File: src/rtl/even_parity_pkg.sv
// ---------------------------------------------------------------------------
// even_parity_pkg
//   Shared definitions for the even-parity receive path.
//
//   rx_state_t : receiver FSM states
//                  S_DATA - shifting in data bits, LSB first
//                  S_PAR  - waiting for the parity bit
//                  S_HOLD - word presented, waiting for the consumer
//   even_par() : even-parity bit of a vector (XOR of all bits). The
//                combinational generator and the receiver bench both use it,
//                so "generated parity" means the same thing on both ends.
//                Narrower vectors are zero-extended by the caller, which
//                leaves the XOR unchanged.
// ---------------------------------------------------------------------------
package even_parity_pkg;

    typedef enum logic [1:0] {
        S_DATA = 2'd0,
        S_PAR  = 2'd1,
        S_HOLD = 2'd2
    } rx_state_t;

    // Widest vector even_par() accepts.
    localparam int PAR_MAX_W = 64;

    function automatic logic even_par(input logic [PAR_MAX_W-1:0] v);
        return ^v;
    endfunction

endpackage : even_parity_pkg

File: src/rtl/even_parity_sat_cnt.sv
// ---------------------------------------------------------------------------
// even_parity_sat_cnt
//   Saturating up-counter. Counts each cycle inc is high and sticks at
//   all-ones. Only the reset clears it.
//
//   Ports
//     clk    in   1   rising-edge clock
//     rst_n  in   1   asynchronous active-low reset (count -> 0)
//     inc    in   1   add one this cycle (ignored once saturated)
//     cnt    out  W   current count
// ---------------------------------------------------------------------------
module even_parity_sat_cnt #(
    parameter int W = 8
) (
    input  logic         clk,
    input  logic         rst_n,
    input  logic         inc,
    output logic [W-1:0] cnt
);

    logic [W-1:0] cnt_q;
    logic [W-1:0] cnt_d;

    always_comb begin
        cnt_d = cnt_q;
        if (inc && (cnt_q != {W{1'b1}})) begin
            cnt_d = cnt_q + 1'b1;
        end
    end

    always_ff @(posedge clk or negedge rst_n) begin
        if (!rst_n) begin
            cnt_q <= '0;
        end else begin
            cnt_q <= cnt_d;
        end
    end

    assign cnt = cnt_q;

endmodule : even_parity_sat_cnt

File: src/rtl/even_parity_checker_rx.sv
// ---------------------------------------------------------------------------
// even_parity_checker_rx
//   Serial receiver for even-parity protected frames. Each frame is DATA_W
//   data bits (LSB first) followed by one even-parity bit. The assembled word
//   and a parity-error flag are offered on a valid/ready output.
//
//   Parameters
//     DATA_W     data bits per frame (>= 2)
//     ERR_CNT_W  width of the saturating parity-error counter
//
//   Ports
//     clk        in   1          rising-edge clock
//     rst_n      in   1          asynchronous active-low reset
//     bit_in     in   1          serial data/parity bit
//     bit_vld    in   1          bit_in valid this cycle
//     frame_clr  in   1          synchronous abort of a partial frame
//     data_out   out  DATA_W     received word, bit0 = first bit received
//     par_err    out  1          odd number of ones over data+parity
//     out_vld    out  1          word available
//     out_rdy    in   1          consumer ready
//     overrun    out  1          one-cycle pulse: a bit arrived while holding
//     err_cnt    out  ERR_CNT_W  saturating count of accepted error words
//
//   Build option
//     PARITY_ERR_CNT_EN  when defined, err_cnt counts accepted words with
//                        par_err=1 (saturating, cleared only by rst_n).
//                        When undefined, err_cnt is tied to zero and no
//                        counter is built.
//
//   Output handshake: a word transfers on a rising edge where out_vld and
//   out_rdy are both high. Once raised, out_vld stays high and data_out /
//   par_err stay stable until that transfer; out_vld never depends on
//   out_rdy, and out_vld drops on the transfer edge.
// ---------------------------------------------------------------------------
module even_parity_checker_rx
    import even_parity_pkg::*;
#(
    parameter int DATA_W    = 8,
    parameter int ERR_CNT_W = 8
) (
    input  logic                 clk,
    input  logic                 rst_n,
    input  logic                 bit_in,
    input  logic                 bit_vld,
    input  logic                 frame_clr,
    output logic [DATA_W-1:0]    data_out,
    output logic                 par_err,
    output logic                 out_vld,
    input  logic                 out_rdy,
    output logic                 overrun,
    output logic [ERR_CNT_W-1:0] err_cnt
);

    // bit_cnt counts up to DATA_W after the last data bit, so it needs one
    // value more than the data index range.
    localparam int              CNT_W    = $clog2(DATA_W + 1);
    localparam logic [CNT_W-1:0] LAST_IDX = CNT_W'(DATA_W - 1);

    rx_state_t         state_q,   state_d;
    logic [CNT_W-1:0]  bit_cnt_q, bit_cnt_d;
    logic [DATA_W-1:0] shreg_q,   shreg_d;
    logic              acc_q,     acc_d;
    logic [DATA_W-1:0] data_q,    data_d;
    logic              par_err_q, par_err_d;
    logic              out_vld_q, out_vld_d;
    logic              overrun_q, overrun_d;

    logic              handshake;

    assign handshake = out_vld_q && out_rdy;

    // -----------------------------------------------------------------------
    // Next-state and datapath
    // -----------------------------------------------------------------------
    always_comb begin
        state_d   = state_q;
        bit_cnt_d = bit_cnt_q;
        shreg_d   = shreg_q;
        acc_d     = acc_q;
        data_d    = data_q;
        par_err_d = par_err_q;
        out_vld_d = out_vld_q;
        overrun_d = 1'b0;

        case (state_q)
            S_DATA: begin
                // frame_clr takes priority over a bit in the same cycle.
                if (frame_clr) begin
                    bit_cnt_d = '0;
                    acc_d     = 1'b0;
                end else if (bit_vld) begin
                    // Decoded write keeps the index inside the register
                    // even though bit_cnt is wider than the index range.
                    for (int i = 0; i < DATA_W; i++) begin
                        if (bit_cnt_q == CNT_W'(i)) begin
                            shreg_d[i] = bit_in;
                        end
                    end
                    acc_d     = acc_q ^ bit_in;
                    bit_cnt_d = bit_cnt_q + 1'b1;
                    if (bit_cnt_q == LAST_IDX) begin
                        state_d = S_PAR;
                    end
                end
            end

            S_PAR: begin
                if (frame_clr) begin
                    bit_cnt_d = '0;
                    acc_d     = 1'b0;
                    state_d   = S_DATA;
                end else if (bit_vld) begin
                    data_d    = shreg_q;
                    // acc already holds the XOR of the data bits, so folding
                    // in the parity bit gives 1 exactly on an odd total.
                    par_err_d = acc_q ^ bit_in;
                    out_vld_d = 1'b1;
                    acc_d     = 1'b0;
                    bit_cnt_d = '0;
                    state_d   = S_HOLD;
                end
            end

            S_HOLD: begin
                // Bits here are lost, including one arriving on the transfer
                // cycle; frame_clr is ignored so the held word survives.
                if (bit_vld) begin
                    overrun_d = 1'b1;
                end
                if (handshake) begin
                    out_vld_d = 1'b0;
                    state_d   = S_DATA;
                end
            end

            default: begin
                state_d   = S_DATA;
                bit_cnt_d = '0;
                acc_d     = 1'b0;
                out_vld_d = 1'b0;
            end
        endcase
    end

    // -----------------------------------------------------------------------
    // State registers
    // -----------------------------------------------------------------------
    always_ff @(posedge clk or negedge rst_n) begin
        if (!rst_n) begin
            state_q   <= S_DATA;
            bit_cnt_q <= '0;
            shreg_q   <= '0;
            acc_q     <= 1'b0;
            data_q    <= '0;
            par_err_q <= 1'b0;
            out_vld_q <= 1'b0;
            overrun_q <= 1'b0;
        end else begin
            state_q   <= state_d;
            bit_cnt_q <= bit_cnt_d;
            shreg_q   <= shreg_d;
            acc_q     <= acc_d;
            data_q    <= data_d;
            par_err_q <= par_err_d;
            out_vld_q <= out_vld_d;
            overrun_q <= overrun_d;
        end
    end

    assign data_out = data_q;
    assign par_err  = par_err_q;
    assign out_vld  = out_vld_q;
    assign overrun  = overrun_q;

    // -----------------------------------------------------------------------
    // Parity-error counter
    // -----------------------------------------------------------------------
`ifdef PARITY_ERR_CNT_EN
    logic err_inc;

    // Count on the transfer edge, so a word that is never taken never counts.
    assign err_inc = handshake && par_err_q;

    even_parity_sat_cnt #(
        .W (ERR_CNT_W)
    ) u_err_cnt (
        .clk   (clk),
        .rst_n (rst_n),
        .inc   (err_inc),
        .cnt   (err_cnt)
    );
`else
    assign err_cnt = '0;
`endif

endmodule : even_parity_checker_rx

File: config.mk
export PLATFORM = sky130hd
export DESIGN_NAME = even_parity_checker_rx
export DESIGN_NICKNAME = d
export VERILOG_FILES = /design/src/rtl/even_parity_pkg.sv /design/src/rtl/even_parity_sat_cnt.sv /design/src/rtl/even_parity_checker_rx.sv
export SDC_FILE = /design/constraint.sdc
export NUM_CORES = 1
export LEC_CHECK = 0
export ABC_CLOCK_PERIOD_IN_PS = 1700
export CAP_MARGIN = 20
export CORE_MARGIN = 3
export CORE_UTILIZATION = 51
export CTS_CLUSTER_DIAMETER = 150
export CTS_CLUSTER_SIZE = 8
export DETAILED_ROUTE_END_ITERATION = 8
export HOLD_SLACK_MARGIN = 0.02
export PLACE_DENSITY_LB_ADDON = 0.25
export RECOVER_POWER = 50
export SLEW_MARGIN = 20
export SYNTH_ARGS = -nofsm -noshare
export SYNTH_HDL_FRONTEND = slang
export SYNTH_SLANG_ARGS = --single-unit
File: constraint.sdc
create_clock -name clk -period 1.7 [get_ports clk]
set_clock_uncertainty 0.05 [all_clocks]
set_input_delay 0.51 -clock clk [delete_from_list [all_inputs] [get_ports clk]]
set_output_delay 0.51 -clock clk [all_outputs]
set_load 0.01 [all_outputs]
# ---- After elaboration in Yosys (flattened, before gate mapping)
# Cells that the tools add are included.
dict set report totals {
  output_inout_bits 19
  rom_bits 0
  n_memories 0
  word_cells 75
  latch_bits 0
  regBits 26
  mem_bits_rw 0
}
dict set report classes {
  n_mux 23
  n_addsub 1
  magnitude_cmp 0
  n_mul 0
  div_mod_pow 0
  bitwise_logic 4
  eq_ne 17
  reduce_logical 15
  shift 0
}
# operator n
set op_table {}
lappend op_table {{$reduce_and A4 Y1} 9}
lappend op_table {{$eq A4 B3 Y1 const B} 4}
lappend op_table {{$mux W4} 4}
lappend op_table {{$mux W2} 6}
lappend op_table {{$ne A2 B2 Y1 const B} 6}
lappend op_table {{$pmux W4 S3} 1}
lappend op_table {{$mux W1} 9}
lappend op_table {{$eq A4 B2 Y1 const B} 2}
lappend op_table {{$ne A3 B3 Y1 const B} 2}
lappend op_table {{$pmux W1 S3} 2}
lappend op_table {{$pmux W2 S3} 1}
lappend op_table {{$reduce_and A3 Y1} 2}
lappend op_table {{$reduce_and A5 Y1} 1}
lappend op_table {{$add A4 B1 Y4 const B} 1}
lappend op_table {{$eq A4 B1 Y1 const B} 1}
lappend op_table {{$logic_not A4 Y1} 1}
lappend op_table {{$not A1 Y1} 3}
lappend op_table {{$eq A2 B1 Y1 const B} 1}
lappend op_table {{$eq A2 B2 Y1 const B} 1}
lappend op_table {{$logic_not A2 Y1} 1}
lappend op_table {{$logic_and A1 B1 Y1} 1}
lappend op_table {{$xor A1 B1 Y1} 1}

# ---- Depth between registers and ports, before layout
dict set report logic_depth {
  word_depth 5
  ltp_mapped 5
}

# ---- Worst setup path before layout
# OpenSTA, ideal clock, no wires.
dict set report synth_timing {
  kind {input -> register}
  from {in frame_clr}
  to {reg data_q[0] (netlist: data_out[0])}
  stages 4
  t_arrival_ns 1.469
  setup_slack_ns 0.053
  cell_sequence {buf_6 -> nor4bb_4 -> buf_4 -> mux2_1}
}
dict set report synth_between {
  elab_chain_len 2
}
# element line_no
set synth_rtl {}
lappend synth_rtl {{from (decl)} even_parity_checker_rx.sv:45} ;# input logic frame_clr,
lappend synth_rtl {{$not A1 Y1 (no source line)} --}
lappend synth_rtl {{$reduce_and A3 Y1 (no source line)} --}
lappend synth_rtl {{to (signal assigned)} even_parity_checker_rx.sv:163} ;# data_q <= data_d;
lappend synth_rtl {{to (decl)} even_parity_checker_rx.sv:63} ;# logic [DATA_W-1:0] data_q, data_d;
# No other way between the ends.
# A chain may end at the register's enable or synchronous reset.

# ---- Final worst setup path
dict set report layout_timing {
  from {reg data_q[4] (netlist: data_out[4])}
  to {out data_out[4]}
}
# element line_no
set layout_lines {}
lappend layout_lines {{to (decl)} even_parity_checker_rx.sv:46} ;# output logic [DATA_W-1:0] data_out,
# No word-level cell between the ends.

==> run_results.csv <==
group,metric,value,unit
critical_path,path_cells,"dlygate4sd2_1",
clocking,htreeDepth,1,
status,outcome,"finished, final reports clean",
power_and_ir_drop,p_total,0.00127,W
global_routing,grt_start_max_net_pins,27,
clocking,cts_tree,"done",
cells_and_area,multi_input_area,609,sq um
detailed_routing,routed_wl,2480,microns
cells_and_area,syn2layout_area_growth,17.5,%
yosys,avgSynthCellArea,12.1,sq um
yosys,yosys_warnings,0,
floorplanning,die_h,57.9,microns
timing,finalCritPeriodShare,93.4,%
floorplanning,num_rows,18,
power_and_ir_drop,p_leak,0.827,nW
yosys,synthFlopType,"dfrtp_1",
power_and_ir_drop,powerDensity,790,nW/um^2
power_and_ir_drop,power.share.switching,23.0,%
yosys,synth_edf_count,0,
yosys,synth_cell_types,39,
hold_path,min_path_type,"flop to flop",
timing,setup_ws,112,ps
floorplanning,core-area,2520,sq um
global_routing,antenna_found_initial,0,
detailed_routing,via_per_inst,5.50,
global_routing,grt_pass1_vias,962,
global_routing,gr-total-overflow,0,
timing,hold_viol,0,
global_routing,grtUsageTotal,17.0,%
critical_path,critPathSlowestCell,"dfrtp_1",
critical_path,required,1140,ps
detailed_routing,avgRoutedWirePerCell,14.8,microns
cells_and_area,n_antenna_cell,0,
timing,fin_crit,1590,ps
clocking,path_clk_slew,140,ps
timing,rsz0062_at_grt,"false",
detailed_routing,drtPass1Iterations,4,
timing,tightest_slew,629,ps
timing,finalSetupTns,0,ps
detailed_routing,num_vias,924,
timing,slew_headroom,58.1,%
detailed_routing,postRouteAntennaNets,0,
placed_design,io_buffers,16,
cells_and_area,nFillCells,205,
detailed_routing,drt_iter0_drc,35,
critical_path,crit_fanout,2,
run,cap_violations,0,
critical_path,worst-path-buf-inv,1,
power_and_ir_drop,p_sw,0.000293,W
critical_path,end_kind,"primary output",
timing,drv_slew,0,
clocking,cts-root-buf,"clkbuf_4",
critical_path,cpLargestDelayFamily,"flip-flops",
power_and_ir_drop,p_int,0.000980,W
clocking,insertion_delay,330,ps
floorplanning,io_pins,25,
clocking,cts_buffers,3,
yosys,seq_area_frac_synth,47.4,%
cells_and_area,drive_gt1_share,25.4,%
placed_design,dpl.hpwl,1870,microns
floorplanning,die_w,57.9,microns
cells_and_area,final_common_cell,"dfrtp_1",
cells_and_area,seqCellArea,651,sq um
clocking,clock-sinks,26,
critical_path,cp.arrival,1030,ps
critical_path,path_class,"flop to primary output",
yosys,ys_ff_latch,26,
critical_path,slowest_delay,410,ps
cells_and_area,layout.nets,149,
clocking,cts_hold_buf,0,
power_and_ir_drop,p_clk_share,33.7,%
clocking,clk_path_buf_depth,2,
critical_path,reg2reg_slack,170,ps
power_and_ir_drop,vdd_drop_max,0.000661,V
cells_and_area,final_cell_mix,"26 x dfrtp_1, 13 x dlygate4sd2_1, 13 x buf_4",
timing,max_freq,630,MHz
detailed_routing,post-route-drc-count,0,
critical_path,critPathLaunchType,"flop",
floorplanning,start_util,54.4,%
yosys,syn-cell-area,1370,sq um
timing,setup_viol,0,
power_and_ir_drop,pwr-share-comb,11.8,%
power_and_ir_drop,pwr-share-seq,54.5,%
yosys,async_flop_share,100,%
placed_design,dpl_worst_slack,-472,ps
placed_design,gp_congestion,0.813,
yosys,synthCells,113,
floorplanning,dieArea,3350,sq um
global_routing,grt_first_pass_wirelength,4350,microns
==> cell families after synthesis <==
group | after synthesis | share of synthesized area (%)
other | 1 | 0.273
and+or+nand+nor | 29 | 16.9
buffers and inverters | 20 | 9.85
muxes | 16 | 13.1
AOI/OAI and AO/OA | 16 | 8.12
DFF | 26 | 47.4
adders and majority gates | 4 | 3.65
xor gates and xnor gates | 1 | 0.639
==> cell usage after synthesis, types with 2 or more instances <==
library cell | number | area share [%]
ha_1 | 4 | 3.6
a22o_1 | 2 | 1.3
nand2_1 | 3 | 0.82
dfrtp_1 | 26 | 47
inv_1 | 4 | 1.1
a21oi_1 | 4 | 1.5
nor4b_1 | 2 | 1.3
mux2_1 | 6 | 4.9
buf_4 | 9 | 4.9
o21ai_0 | 3 | 1.1
nand3_1 | 4 | 1.5
buf_2 | 3 | 1.1
buf_6 | 3 | 2.5
nand4_1 | 4 | 1.8
mux2_2 | 10 | 8.2
nor2_1 | 3 | 0.82
==> stage by stage <==
stage                     utilization [%]  cells  hold slack [ps]  instance area [sq um]
final                                63.9    168              450                   1610
after CTS                            64.1    168              457                   1620
after detailed placement             62.1    162              428                   1570
after global routing                 63.9    168              487                   1610
after floorplan                         -    120              164                   1400
after global placement               62.1    162              413                   1570
==> layout make-up <==
class	instances	share of cell area [%]
clock inverter	1	1.86
tap	30	2.33
timing repair buffer	30	15.3
clock buffer	3	1.40
inverter	4	0.932
multi-input combinational	74	37.8
sequential	26	40.4
==> power by group through the flow <==
stage | clock [W] | combinational, W | sequential, W
global placement | 0 | 0.000150 | 0.000704
global route | 0.000466 | 0.000170 | 0.000702
detailed placement | 0 | 0.000157 | 0.000707
finish | 0.000429 | 0.000151 | 0.000694
CTS | 0.000448 | 0.000156 | 0.000694
floorplan | 0 | 0.000118 | 0.000699
==> per-layer routing <==
metal	global-route usage, %	vias to the layer above	share of wire (%)
li1	-	438	-
met1	20.5	456	41
met2	29.4	25	52
met3	2.23	5	4.1
met4	8.94	0	2.5
met5	0	-	0
==> worst paths after layout <==
check / startpoint / to / depth (start not counted)
setup / recovery: data_out[4] / data_out[4] / 1
hold / removal: data_out[3] / data_out[3] / 1
setup reg to reg: state_q[1] / bit_cnt_q[3] / 3
hold reg to reg: data_out[3] / data_out[3] / 1
max in group asynchronous: rst_n / bit_cnt_q[1] / 2
min in group asynchronous: rst_n / par_err / 2
==> state kept, by name, indices dropped and copies added, names as in the netlist <==
signal,flops
acc_q,1
bit_cnt_q,4
overrun,1
shreg_q,8
data_out,8
par_err,1
state_q,2
out_vld,1
==> repair_timing <==
item | CTS | global route
resized for setup | 13 | 0
setup buffers | 2 | 0
endpoints found under the setup margin | 23 | 0
(Power assumes the default switching activity.)
